--- config.mk ---
export PLATFORM = sky130hd
export DESIGN_NAME = modbus_crc16_flat
export DESIGN_NICKNAME = d
export VERILOG_FILES = /design/src/rtl/modbus_crc16_if.sv /design/src/rtl/modbus_crc16.sv /design/src/flat_wrapper.sv
export SDC_FILE = /design/constraint.sdc
export NUM_CORES = 1
export LEC_CHECK = 0
export ABC_CLOCK_PERIOD_IN_PS = 3700
export BUFFER_PORTS_ARGS = -buffer_cell sky130_fd_sc_hd__buf_4
export CORE_UTILIZATION = 55
export CTS_CLUSTER_DIAMETER = 100
export DETAILED_ROUTE_END_ITERATION = 12
export GPL_ROUTABILITY_DRIVEN = 0
export GPL_TIMING_DRIVEN = 0
export PLACE_DENSITY = 0.83
export SLEW_MARGIN = 20
export SYNTH_ARGS = -nofsm -noshare
export SYNTH_HDL_FRONTEND = slang
export SYNTH_SLANG_ARGS = --single-unit
--- constraint.sdc ---
create_clock -name clk_in -period 3.7 [get_ports clk_in]
set_input_delay 0.185 -clock clk_in [delete_from_list [all_inputs] [get_ports clk_in]]
set_output_delay 0.185 -clock clk_in [all_outputs]
set_load 0.005 [all_outputs]
--- src/rtl/modbus_crc16_if.sv ---
// modbus_crc16_if: groups the message, start request and CRC result of the
// CRC-16/MODBUS engine. The requester (RX or TX path) uses the master modport,
// the CRC engine uses the slave modport.
interface modbus_crc16_if #(
    parameter int BYTES = 6
);
    logic [BYTES*8-1:0] data_in;
    logic               rx_message_done;
    logic               crc_done;
    logic [15:0]        crc_out;

    modport master (
        output data_in,
        output rx_message_done,
        input  crc_done,
        input  crc_out
    );

    modport slave (
        input  data_in,
        input  rx_message_done,
        output crc_done,
        output crc_out
    );
endinterface

--- src/rtl/modbus_crc16.sv ---
// modbus_crc16: CRC-16/MODBUS (reflected poly 0xA001, init 0xFFFF, no final
// XOR) over a BYTES-byte message captured on a start request. Bytes are
// consumed in order 0..BYTES-1, each LSB first.
// Build option: define MODBUS_CRC_BYTEWISE_EN to process a whole byte per clock
// instead of one bit per clock. Results are identical, only latency differs.
module modbus_crc16 #(
    parameter int BYTES = 6
) (
    input  logic          clk_in,
    input  logic          rst_n_in,
    modbus_crc16_if.slave bus
);

    localparam int MSG_W = BYTES * 8;
`ifdef MODBUS_CRC_BYTEWISE_EN
    localparam int STEPS = BYTES;
    localparam int SHIFT = 8;
`else
    localparam int STEPS = MSG_W;
    localparam int SHIFT = 1;
`endif
    localparam int CNT_W = $clog2(STEPS + 1);
    localparam logic [CNT_W-1:0] LAST_STEP = CNT_W'(STEPS - 1);
    localparam logic [15:0] POLY     = 16'hA001;
    localparam logic [15:0] CRC_INIT = 16'hFFFF;

    localparam logic [1:0] ST_IDLE = 2'd0;
    localparam logic [1:0] ST_CALC = 2'd1;
    localparam logic [1:0] ST_DONE = 2'd2;

    logic [1:0]       state;
    logic [CNT_W-1:0] step_cnt;
    logic [15:0]      crc_reg;
    logic [15:0]      crc_out_r;
    logic             crc_done_r;
    logic [MSG_W-1:0] msg_sr;
    logic             start_accept;

    // One reflected CRC bit-step: feedback is the outgoing LSB xor the data bit.
    function automatic logic [15:0] crc_bit_step(input logic [15:0] crc,
                                                 input logic        din);
        logic fb;
        fb = crc[0] ^ din;
        return (crc >> 1) ^ (fb ? POLY : 16'h0000);
    endfunction

`ifdef MODBUS_CRC_BYTEWISE_EN
    // Eight unrolled bit-steps, LSB of the byte first.
    function automatic logic [15:0] crc_byte_step(input logic [15:0] crc,
                                                  input logic [7:0]  din);
        logic [15:0] c;
        c = crc;
        for (int i = 0; i < 8; i++) begin
            c = crc_bit_step(c, din[i]);
        end
        return c;
    endfunction
`endif

    assign start_accept = (state == ST_IDLE) && bus.rx_message_done;

    // Message shift register: loaded on an accepted start, drained LSB-first while calculating.
    always_ff @(posedge clk_in) begin
        if (start_accept) begin
            msg_sr <= bus.data_in;
        end else if (state == ST_CALC) begin
            msg_sr <= msg_sr >> SHIFT;
        end
    end

    // Control FSM and CRC accumulator; result register only updates in DONE so partial values never leak.
    always_ff @(posedge clk_in or negedge rst_n_in) begin
        if (!rst_n_in) begin
            state      <= ST_IDLE;
            step_cnt   <= '0;
            crc_reg    <= CRC_INIT;
            crc_out_r  <= 16'h0000;
            crc_done_r <= 1'b0;
        end else begin
            crc_done_r <= 1'b0;
            case (state)
                ST_IDLE: begin
                    if (bus.rx_message_done) begin
                        crc_reg  <= CRC_INIT;
                        step_cnt <= '0;
                        state    <= ST_CALC;
                    end
                end
                ST_CALC: begin
`ifdef MODBUS_CRC_BYTEWISE_EN
                    crc_reg <= crc_byte_step(crc_reg, msg_sr[7:0]);
`else
                    crc_reg <= crc_bit_step(crc_reg, msg_sr[0]);
`endif
                    step_cnt <= step_cnt + 1'b1;
                    if (step_cnt == LAST_STEP) begin
                        state <= ST_DONE;
                    end
                end
                ST_DONE: begin
                    crc_out_r  <= crc_reg;
                    crc_done_r <= 1'b1;
                    state      <= ST_IDLE;
                end
                default: begin
                    state <= ST_IDLE;
                end
            endcase
        end
    end

    assign bus.crc_out  = crc_out_r;
    assign bus.crc_done = crc_done_r;

endmodule

--- src/flat_wrapper.sv ---
// flat-port wrapper written by rule: the top's interface ports become plain ports
module modbus_crc16_flat 
#(
    parameter int BYTES = 6
)
  (clk_in, rst_n_in, bus_data_in, bus_rx_message_done, bus_crc_done, bus_crc_out);
  modbus_crc16_if #(.BYTES(BYTES)) bus_i ();
  input  logic clk_in;
  input  logic rst_n_in;
  input wire logic [$bits(bus_i.data_in)-1:0] bus_data_in;
  input wire logic [$bits(bus_i.rx_message_done)-1:0] bus_rx_message_done;
  output wire logic [$bits(bus_i.crc_done)-1:0] bus_crc_done;
  output wire logic [$bits(bus_i.crc_out)-1:0] bus_crc_out;
  assign bus_i.data_in = bus_data_in;
  assign bus_i.rx_message_done = bus_rx_message_done;
  assign bus_crc_done = bus_i.crc_done;
  assign bus_crc_out = bus_i.crc_out;
  modbus_crc16 #(.BYTES(BYTES)) u_core (.clk_in(clk_in), .rst_n_in(rst_n_in), .bus(bus_i));
endmodule
==> summary.md <==
| Metric | Value |
|---|---|
| Pwr per Cell Area | 474.9 nW/µm² |
| CP max-delay cell | sky130_fd_sc_hd__buf_4 |
| Post-DP HPWL | 4.500 mm |
| Total number of yosys warnings | 0 |
| Vertical die dimension | 83.52 µm |
| Worst-case clock skew | 0.01052 ns |
| Most used flip-flop cell after synthesis | sky130_fd_sc_hd__edfxtp_1 |
| Post-synth design cell area | 3655 µm² |
| Max reg flops | 48 |
| Clock slew at the register clock pins of the worst setup and hold paths | 0.08 ns |
| Unrepaired setup endpoints after global routing | no |
| Maximum resistive drop on vdd | 0.2549 mV |
| Post-Layout Cell Count | 475 |
| Number of enable-type register cells in the synthesized netlist | 48 |
| Routed Antenna Nets | 0 |
| Count of fill cells added during filler insertion | 468 |
| DRC viols | 0 |
| Number of levels the H-tree was split into | 3 |
| Element type at the critical path start | flip-flop |
| Critical Path RT | 3.68 ns |
| Instance count after placement with tap cells included | 458 |
| Placeable core area | 6386 µm² |
| Clock Path Buffers | 2 |
| Number of primary I/O pins | 68 |
| Root Driver | sky130_fd_sc_hd__clkbuf_8 |
| Max-cap viol count | 0 |
| Length of the first detailed-routing pass in iterations | 6 |
| Final worst path period need | 1.822 ns |
| Sequential-to-total area share from yosys stat | 0.6806 |
| Setup Fix Bufs, Post-CTS | 0 |
| Internal power component | 1.677 mW |
| Initial antenna violation count | 0 |
| Unique masters post-synth | 32 |
| Max stage delay on crit path | 0.59 ns |
| Total overflow reported by the global router | 0 |
| Category of the critical setup timing path | flip-flop to flip-flop |
| Max-slew violations | 0 |
| Worst Path Arrival | 1.80 ns |
| Portion of total power attributed to sequential cells | 0.598 |
| Total negative slack | 0 ns |
| Gates resized, CTS repair | 0 |
| Period Utilization, post-route | 0.4924 |
| Wire length after detailed routing | 6.595 mm |
| Layout cells sized above 1 | 0.3015 |
| Count of mapped cells out of synthesis | 314 |
| Max_slew headroom | 0.5325 |
| Num Clock Sinks | 89 |
| Global-route wire length before repair | 11.14 mm |
| Synth-to-Final Area Change | 22.29% |
| Final count of hold timing violations | 0 |
| Initial core utilization | 0.5723 |
| Clock insertion delay at the later pin of the skew report | 0.35 ns |
| Overall die area | 6975 µm² |
| Die span in x | 83.52 µm |
| Tightest Pin Transition | 0.7013 ns |
| Antenna Diode Count | 0 |
| Top cells by area in the synthesized netlist | sky130_fd_sc_hd__edfxtp_1 (39%), sky130_fd_sc_hd__dfrtp_1 (17%), sky130_fd_sc_hd__nand2_1 (15%) |
| Kind of capture point of the worst setup path | flip-flop |
| Worst path bufs/invs | 2 |
| Cell type contributing the most total cell area after synthesis | sky130_fd_sc_hd__edfxtp_1 |
| Maximum frequency from static timing analysis | 0.5489 GHz |
| Mapped Nets | 366 |
| Worst path top cell family by delay | buffers and inverters |
| Maximum number of pins on one net before global-route repair | 58 |
| Worst-path cell chain | o21bai_2 > clkinv_1 > buf_4 |
| DR iter-0 viols | 153 |
| Critical path peak fanout | 57 |
| Number of endpoints failing setup at the final stage | 0 |
| Fin nets | 445 |
| Result of the run | finished clean |
| Routed length per placed instance | 13.88 µm |
| Switching part of the total | 0.2098 |
| P_leak | 2.206 nW |
| Switching power summed over all nets | 0.4454 mW |
| Clock share of power | 0.325 |
| GRT Overall Usage | 0.2055 |
| Syn_area_per_cell | 11.64 µm² |
| Async set-or-reset flop fraction in the synthesized netlist | 0.4607 |
| Total of flip-flops plus latches after synthesis | 89 |
| Number of input and output port buffers inserted | 67 |
| Ratio of routed vias to standard cells | 5.185 |
| CTS tree | built |
| Share of Yosys cell area claimed by the top area cell type | 0.3944 |
| Classification of the worst-slack hold path | input port to flip-flop |
| Routed via count | 2463 |
| # rows | 29 |
| Part of the total power dissipated in combinational logic | 0.076 |
| Number of buffers added by the clock tree synthesis step | 9 |
| Vias in the first global route | 2475 |
[layout by cell type (no fill, tap or decap), types with 7 or more instances in the layout]
cell / count
sky130_fd_sc_hd__buf_2: 9
sky130_fd_sc_hd__buf_4: 69
sky130_fd_sc_hd__clkbuf_1: 7
sky130_fd_sc_hd__clkbuf_8: 9
sky130_fd_sc_hd__dfrtp_1: 25
sky130_fd_sc_hd__dfstp_2: 16
sky130_fd_sc_hd__edfxtp_1: 48
sky130_fd_sc_hd__mux2_2: 13
sky130_fd_sc_hd__nand2_1: 145
sky130_fd_sc_hd__o22a_1: 14
[routing by layer]
metal	part of all wire	track usage	wire length, µm
met1	0.44	0.2735	2887
met2	0.51	0.3331	3382
met3	0.030	0.03363	200
met4	0.019	0.09861	125
met5	0	0	0
[worst paths after layout]
kind / endpoint / cells after the start / slack [ns] / start
min in group asynchronous: u_core.bus.crc_out[5] / 2 / 0.33 / rst_n_in
worst max register to register: u_core.msg_sr[43] / 3 / 1.88 / u_core.state[1]
max in group asynchronous: u_core.crc_reg[2] / 2 / 2.99 / rst_n_in
worst min-delay path: u_core.msg_sr[31] / 3 / 0.09 / bus_data_in[31]
worst min register to register: u_core.step_cnt[5] / 1 / 0.49 / u_core.step_cnt[5]
worst max-delay path: u_core.msg_sr[43] / 3 / 1.88 / u_core.state[1]
[power by group through the flow]
stage,clock (mW),sequential (mW),combinational [mW]
after floorplan,0,1.26,0.101
after global placement,0,1.29,0.154
after detailed placement,0,1.29,0.163
after CTS,0.701,1.27,0.164
after global routing,0.745,1.28,0.178
final,0.690,1.27,0.162
[logic make-up (layout without fill, tap and decap cells)]
logic type / after synthesis / in the layout / share of synthesized area
adder cells (fa/ha/maj): 1 / 1 / 0.003423
multiplexers: 17 / 17 / 0.05204
flip-flops: 89 / 89 / 0.6806
AND/OR/NAND/NOR: 159 / 159 / 0.1729
AO/OA/AOI/OAI: 26 / 26 / 0.05649
XOR/XNOR: 4 / 4 / 0.009588
buffers and inverters: 18 / 102 / 0.02499
[worst min-delay path, cell delays in order]
cell	delay, ns
sky130_fd_sc_hd__buf_4	0.08
sky130_fd_sc_hd__nand2_1	0.04
sky130_fd_sc_hd__nand2_1	0.04
[timing repair]
| item | CTS | global route |
|---|---|---|
| hold buffers | 1 | 0 |
| endpoints found under the hold margin | 25 | 0 |
| endpoints found under the setup margin | 0 | 0 |
[final cells by class]
| cell class | instances | area, µm² | share of cell area |
|---|---|---|---|
| inverter | 2 | 7.507 | 0.001680 |
| clock inverter | 4 | 67.56 | 0.01512 |
| buffer | 16 | 86.33 | 0.01932 |
| tap | 77 | 96.34 | 0.02156 |
| multi-input combinational | 207 | 1076 | 0.2408 |
| sequential | 89 | 2487 | 0.5566 |
| clock buffer | 12 | 135.1 | 0.03024 |
| timing repair buffer | 68 | 513.0 | 0.1148 |
[cells in the mapped netlist, types with 3 or more instances]
cell / number
sky130_fd_sc_hd__buf_2: 10
sky130_fd_sc_hd__clkbuf_1: 4
sky130_fd_sc_hd__dfrtp_1: 25
sky130_fd_sc_hd__dfstp_2: 16
sky130_fd_sc_hd__edfxtp_1: 48
sky130_fd_sc_hd__mux2_1: 3
sky130_fd_sc_hd__mux2_2: 13
sky130_fd_sc_hd__nand2_1: 145
sky130_fd_sc_hd__nand2b_1: 3
sky130_fd_sc_hd__o21ai_0: 5
sky130_fd_sc_hd__o22a_1: 14
sky130_fd_sc_hd__xnor2_1: 3
[through the flow]
step / worst slack, ns / power [mW] / instance area, µm² / hold WS, ns / utilization
final: 1.878 / 2.123 / 4469 / 0.08967 / 0.6998
after global routing: 1.786 / 2.207 / 4469 / 0.07730 / 0.6998
after CTS: 1.870 / 2.139 / 4469 / 0.07687 / 0.6998
after detailed placement: 1.871 / 1.457 / 4257 / 0.1811 / 0.6665
after global placement: 1.538 / 1.440 / 4254 / 0.1757 / 0.6661
after floorplan: 1.860 / 1.364 / 3655 / -0.1106 / -
No activity file was read; power rests on OpenSTA's default activity.
